File: config.mk
export PLATFORM = sky130hd
export DESIGN_NAME = sha256_nonce_search
export DESIGN_NICKNAME = d
export VERILOG_FILES = /design/src/rtl/sha_miner_pkg.sv /design/src/rtl/sha256_nonce_search.sv
export SDC_FILE = /design/constraint.sdc
export NUM_CORES = 2
export LEC_CHECK = 0
export CORE_AREA = 8 8 755 757
export DETAILED_ROUTE_END_ITERATION = 8
export DIE_AREA = 0 0 763 765
export PLACE_DENSITY = 0.42
export SKIP_CTS_REPAIR_TIMING = 1
export SYNTH_ARGS = -nofsm -noshare
export SYNTH_HDL_FRONTEND = slang
export SYNTH_SLANG_ARGS = --single-unit
File: constraint.sdc
create_clock -name clk -period 179.9 [get_ports clk]
set_input_delay 35.98 -clock clk [delete_from_list [all_inputs] [get_ports clk]]
set_output_delay 35.98 -clock clk [all_outputs]
set_load 0.01 [all_outputs]
File: src/rtl/sha_miner_pkg.sv
// Shared types and helpers for the SHA-256 nonce search sequencer.
package sha_miner_pkg;

    localparam int MSG_W   = 512;
    localparam int DIG_W   = 256;
    localparam int NONCE_W = 32;

    typedef enum logic [2:0] {
        ST_IDLE  = 3'd0,
        ST_ISSUE = 3'd1,
        ST_WAIT  = 3'd2,
        ST_CHECK = 3'd3,
        ST_FIN   = 3'd4
    } state_e;

    function automatic logic [MSG_W-1:0] insert_nonce(
        input logic [MSG_W-1:0]   tmpl,
        input logic [NONCE_W-1:0] nonce,
        input int unsigned        word
    );
        logic [MSG_W-1:0] blk;
        blk = tmpl;
        blk[NONCE_W*word +: NONCE_W] = nonce;
        return blk;
    endfunction

endpackage

File: src/rtl/sha256_nonce_search.sv
// Sweeps an inclusive nonce range through one external sha256 core and compares
// each digest against a target, stopping on hit, exhaustion, abort or core timeout.
module sha256_nonce_search
    import sha_miner_pkg::*;
#(
    parameter int unsigned NONCE_WORD   = 12,
    parameter int unsigned CORE_TIMEOUT = 128
) (
    input  logic               clk,
    input  logic               reset,
    input  logic               start,
    input  logic               abort,
    input  logic [MSG_W-1:0]   cfg_template,
    input  logic [NONCE_W-1:0] cfg_nonce_start,
    input  logic [NONCE_W-1:0] cfg_nonce_end,
    input  logic [DIG_W-1:0]   cfg_target,
    output logic               core_start,
    output logic [MSG_W-1:0]   core_data_in,
    input  logic               core_done,
    input  logic [DIG_W-1:0]   core_data_out,
    output logic               busy,
    output logic               done,
    output logic               found,
    output logic               exhausted,
    output logic               timeout_err,
    output logic [NONCE_W-1:0] result_nonce,
    output logic [DIG_W-1:0]   result_digest,
    output logic [31:0]        attempts
);

    localparam int WD_W = (CORE_TIMEOUT > 2) ? $clog2(CORE_TIMEOUT) : 1;
    localparam logic [WD_W-1:0] WD_LAST = WD_W'(CORE_TIMEOUT - 1);

    state_e             state_q, state_d;
    logic [MSG_W-1:0]   template_q, template_d;
    logic [DIG_W-1:0]   target_q, target_d;
    logic [NONCE_W-1:0] end_q, end_d;
    logic [NONCE_W-1:0] nonce_q, nonce_d;
    logic [DIG_W-1:0]   digest_q, digest_d;
    logic [WD_W-1:0]    wdog_q, wdog_d;
    logic               core_start_q, core_start_d;
    logic [MSG_W-1:0]   core_data_in_q, core_data_in_d;
    logic               busy_q, busy_d;
    logic               done_q, done_d;
    logic               found_q, found_d;
    logic               exhausted_q, exhausted_d;
    logic               timeout_err_q, timeout_err_d;
    logic [NONCE_W-1:0] result_nonce_q, result_nonce_d;
    logic [DIG_W-1:0]   result_digest_q, result_digest_d;
    logic [31:0]        attempts_q, attempts_d;

    // Next-state logic; abort outside IDLE overrides every other transition
    always_comb begin
        state_d         = state_q;
        template_d      = template_q;
        target_d        = target_q;
        end_d           = end_q;
        nonce_d         = nonce_q;
        digest_d        = digest_q;
        wdog_d          = wdog_q;
        core_start_d    = 1'b0;
        core_data_in_d  = core_data_in_q;
        busy_d          = busy_q;
        done_d          = 1'b0;
        found_d         = found_q;
        exhausted_d     = exhausted_q;
        timeout_err_d   = timeout_err_q;
        result_nonce_d  = result_nonce_q;
        result_digest_d = result_digest_q;
        attempts_d      = attempts_q;

        if (abort && (state_q != ST_IDLE)) begin
            state_d = ST_IDLE;
            busy_d  = 1'b0;
        end else begin
            case (state_q)
                ST_IDLE: begin
                    if (start) begin
                        template_d     = cfg_template;
                        target_d       = cfg_target;
                        end_d          = cfg_nonce_end;
                        nonce_d        = cfg_nonce_start;
                        core_data_in_d = insert_nonce(cfg_template, cfg_nonce_start, NONCE_WORD);
                        core_start_d   = 1'b1;
                        busy_d         = 1'b1;
                        found_d        = 1'b0;
                        exhausted_d    = 1'b0;
                        timeout_err_d  = 1'b0;
                        attempts_d     = 32'd0;
                        state_d        = ST_ISSUE;
                    end else begin
                        busy_d = 1'b0;
                    end
                end
                ST_ISSUE: begin
                    wdog_d  = '0;
                    state_d = ST_WAIT;
                end
                ST_WAIT: begin
                    if (core_done) begin
                        digest_d = core_data_out;
                        state_d  = ST_CHECK;
                    end else if (wdog_q == WD_LAST) begin
                        timeout_err_d  = 1'b1;
                        result_nonce_d = nonce_q;
                        done_d         = 1'b1;
                        state_d        = ST_FIN;
                    end else begin
                        wdog_d = wdog_q + WD_W'(1);
                    end
                end
                ST_CHECK: begin
                    if (attempts_q != 32'hFFFF_FFFF) begin
                        attempts_d = attempts_q + 32'd1;
                    end else begin
                        attempts_d = attempts_q;
                    end
                    // A hit on the final nonce reports found, not exhausted
                    if (digest_q < target_q) begin
                        found_d         = 1'b1;
                        result_nonce_d  = nonce_q;
                        result_digest_d = digest_q;
                        done_d          = 1'b1;
                        state_d         = ST_FIN;
                    end else if (nonce_q == end_q) begin
                        exhausted_d = 1'b1;
                        done_d      = 1'b1;
                        state_d     = ST_FIN;
                    end else begin
                        nonce_d        = nonce_q + 32'd1;
                        core_data_in_d = insert_nonce(template_q, nonce_q + 32'd1, NONCE_WORD);
                        core_start_d   = 1'b1;
                        state_d        = ST_ISSUE;
                    end
                end
                ST_FIN: begin
                    busy_d  = 1'b0;
                    state_d = ST_IDLE;
                end
                default: begin
                    busy_d  = 1'b0;
                    state_d = ST_IDLE;
                end
            endcase
        end
    end

    // State and output registers
    always_ff @(posedge clk or posedge reset) begin
        if (reset) begin
            state_q         <= ST_IDLE;
            template_q      <= '0;
            target_q        <= '0;
            end_q           <= '0;
            nonce_q         <= '0;
            digest_q        <= '0;
            wdog_q          <= '0;
            core_start_q    <= 1'b0;
            core_data_in_q  <= '0;
            busy_q          <= 1'b0;
            done_q          <= 1'b0;
            found_q         <= 1'b0;
            exhausted_q     <= 1'b0;
            timeout_err_q   <= 1'b0;
            result_nonce_q  <= '0;
            result_digest_q <= '0;
            attempts_q      <= 32'd0;
        end else begin
            state_q         <= state_d;
            template_q      <= template_d;
            target_q        <= target_d;
            end_q           <= end_d;
            nonce_q         <= nonce_d;
            digest_q        <= digest_d;
            wdog_q          <= wdog_d;
            core_start_q    <= core_start_d;
            core_data_in_q  <= core_data_in_d;
            busy_q          <= busy_d;
            done_q          <= done_d;
            found_q         <= found_d;
            exhausted_q     <= exhausted_d;
            timeout_err_q   <= timeout_err_d;
            result_nonce_q  <= result_nonce_d;
            result_digest_q <= result_digest_d;
            attempts_q      <= attempts_d;
        end
    end

    assign core_start    = core_start_q;
    assign core_data_in  = core_data_in_q;
    assign busy          = busy_q;
    assign done          = done_q;
    assign found         = found_q;
    assign exhausted     = exhausted_q;
    assign timeout_err   = timeout_err_q;
    assign result_nonce  = result_nonce_q;
    assign result_digest = result_digest_q;
    assign attempts      = attempts_q;

endmodule

==> impl_metrics.json <==
{
  "fin_ws_ns": 138.48,
  "clock_skew_ns": 0.1029,
  "multi_input_area_um2": 28240,
  "critPathBufInv": 9,
  "yosysUniqueCellTypes": 65,
  "totalPowerFinal_mw": 2.138,
  "mostFrequentLayoutCells": "1,898 x clkdlybuf4s50_1, 1,872 x dfrtp_1, 1,190 x inv_1, 922 x nand2_1, 794 x o21ai_0",
  "synth_simple_gate_area_frac": 0.06551,
  "grt_overflow": 0,
  "cp_slowest_cell": "buf_4",
  "p_leak_nw": 50.15,
  "ff_latch_area_um2": 46840,
  "synthXorXnorAreaFrac": 0.006319,
  "power.density_nw_per_um2": 18.28,
  "cts_buffers": 241,
  "syn_nets": 8479,
  "clockBufferDepth": 4,
  "die_area_um2": 583700,
  "synth_edf_count": 0,
  "required_ns": 180.81,
  "antenna_found_initial": 254,
  "clock_latency_ns": 0.97,
  "tns_ns": 0,
  "crit_fanout": 131,
  "synth_compound_area_frac": 0.1578,
  "rsz0062_at_grt": "false",
  "clk_pin_slew_ns": 0.06,
  "seq_area_frac_synth": 0.5728,
  "outcome": "finished, final reports clean",
  "hold_ws_ns": 0.4588,
  "hold_viol_final": 0,
  "hold_class": "reg2reg",
  "endpoint_kind": "asynchronous set/reset pin",
  "drtIter0Drc": 3837,
  "synthesis.area_um2": 81780,
  "htree_levels": 4,
  "dr_wl_met2_mm": 205.4,
  "synth-main-ff-cell": "dfrtp_1",
  "cp.arrival_ns": 42.33,
  "final_max_slew_viol_count": 0,
  "top_layer": "met5",
  "cts_tree": "done",
  "wl_met1_mm": 169.0,
  "relSlewSlack": 0.1795,
  "clock_tree.root_cell": "clkbuf_16",
  "synth.area.mux_share": 0.07528,
  "coreArea_um2": 558400,
  "ios": 1931,
  "ir_drop_uv": 9.886,
  "setup_violations": 0,
  "critical_path_class": "in2async",
  "cpMostUsedCell": "buf_4",
  "yosys_warnings": 0,
  "grt_max_degree": 246,
  "fmax_mhz": 24.14,
  "fill_cells": 60824,
  "yosys_register_bits": 1872,
  "routed_wl_mm": 429.8,
  "async_reset_ff_frac": 1.000,
  "critPathLaunchType": "input pin",
  "final_common_cell": "clkdlybuf4s50_1",
  "portBuffers": 1898,
  "period_needed_ns": 41.42,
  "tightest_slew_ns": 1.227,
  "clock-sinks": 1872,
  "die_width_um": 763,
  "drtPass1Iterations": 5,
  "fin_util": 0.2094,
  "path_cells": "clkdlybuf4s50_1 -> inv_8 -> buf_4 -> buf_12 -> buf_4 -> buf_4 -> buf_4 -> buf_4 -> buf_4",
  "synth_top_area_frac": 0.5728,
  "dp_hpwl_mm": 341.9,
  "ant_nets": 0,
  "drive_gt1_frac": 0.1633,
  "synth_top_family_by_area": "compound AO/OA/AOI/OAI gates",
  "grt_pass1_vias": 63148,
  "initial_utilization": 0.1464,
  "cpPeakStageDelay_ns": 0.85,
  "synth_area_leader_cell": "dfrtp_1",
  "met3WireLength_mm": 41.84,
  "areaGrowthSynthToFinish_pct": 43.00,
  "gp_congestion": 0.8268,
  "track_usage": 0.1412,
  "fin_nets": 10332,
  "vias_per_cell": 3.678,
  "max-cap-violations": 0,
  "critical_path.top_delay_family": "buffers and inverters",
  "avgRoutedWirePerCell_um": 25.71,
  "synth.avg_cell_area_um2": 11.47,
  "num_rows": 275,
  "synth_area_leaders": "dfrtp_1 57%, o221ai_2 8.3%, mux2_2 7.5%",
  "grt_pass1_wl_mm": 574.9,
  "drcViolationCount": 0,
  "dieHeight_um": 765,
  "place_ws_ns": 137.19,
  "vias": 61485,
  "layout_worst_path_cycle_share": 0.2302,
  "syn_inst": 7128,
  "synth_fa_ha_area_frac": 0.03947
}
-- final cells by class --
class,instances,share of cell area
Antenna cell,63,0.001348
Clock buffer,333,0.05890
Clock inverter,106,0.01030
Inverter,1192,0.03855
Multi-Input combinational cell,3692,0.2415
Sequential cell,1872,0.4006
Tap cell,7479,0.08002
Timing Repair Buffer,1982,0.1688
-- cell usage after synthesis, types with 58 or more instances --
| library cell | n |
|---|---|
| a21oi_1 | 103 |
| o221ai_2 | 453 |
| nand4_1 | 65 |
| clkbuf_1 | 234 |
| nand3_1 | 58 |
| ha_1 | 258 |
| inv_1 | 1191 |
| mux2_2 | 544 |
| buf_2 | 75 |
| dfrtp_1 | 1872 |
| o21ai_0 | 794 |
| nor2_1 | 93 |
| nand2_1 | 923 |
-- worst paths after layout --
path / from / end / slack (ns) / depth (start not counted)
min reg2reg: template_q[505] / core_data_in[505] / 0.46 / 1
max: reset / end_q[25] / 138.48 / 9
min: template_q[505] / core_data_in[505] / 0.46 / 1
min in group asynchronous: reset / result_digest[202] / 35.49 / 2
max reg2reg: digest_q[173] / core_data_in[86] / 171.10 / 16
max in group clk: abort / core_data_in[86] / 138.70 / 11
-- registers in the layout (all words and copies together), names as in the netlist, 31 cells and up --
| signal | count |
|---|---|
| end_q | 32 |
| result_digest | 256 |
| nonce_q | 31 |
| target_q | 256 |
| core_data_in | 481 |
| template_q | 480 |
| digest_q | 256 |
| attempts | 32 |
| result_nonce | 32 |
-- routing by layer --
| metal | up-vias | track usage |
|---|---|---|
| met3 | 677 | 0.06061 |
| li1 | 27919 | - |
| met4 | 182 | 0.03383 |
| met5 | - | 0 |
| met2 | 2012 | 0.2407 |
| met1 | 30695 | 0.1627 |
-- metrics by stage --
stage | std cells | instance area (um^2)
4_1_cts | 16656 | 116800
3_3_place_gp | 16217 | 108700
6_report | 16719 | 116900
2_1_floorplan | 7128 | 81780
3_5_place_dp | 16217 | 108700
5_1_grt | 16669 | 116800
-- cell families (layout without fill, tap and decap cells) --
group           after synthesis  in the layout
flops                      1872           1872
compound gates             1556           1556
xor+xnor                     59             59
other cells                   0             63
simple gates               1272           1272
fa+ha+maj                   258            258
mux                         547            547
buf+inv                    1564           3613
-- where the power goes --
group          switching, mW  leakage, nW  total (mW)  internal [mW]
registers              0.144         23.3       0.765          0.621
clock network          0.211         3.98       0.502          0.291
logic                  0.497         22.9       0.871          0.374
(Power assumes the default switching activity.)
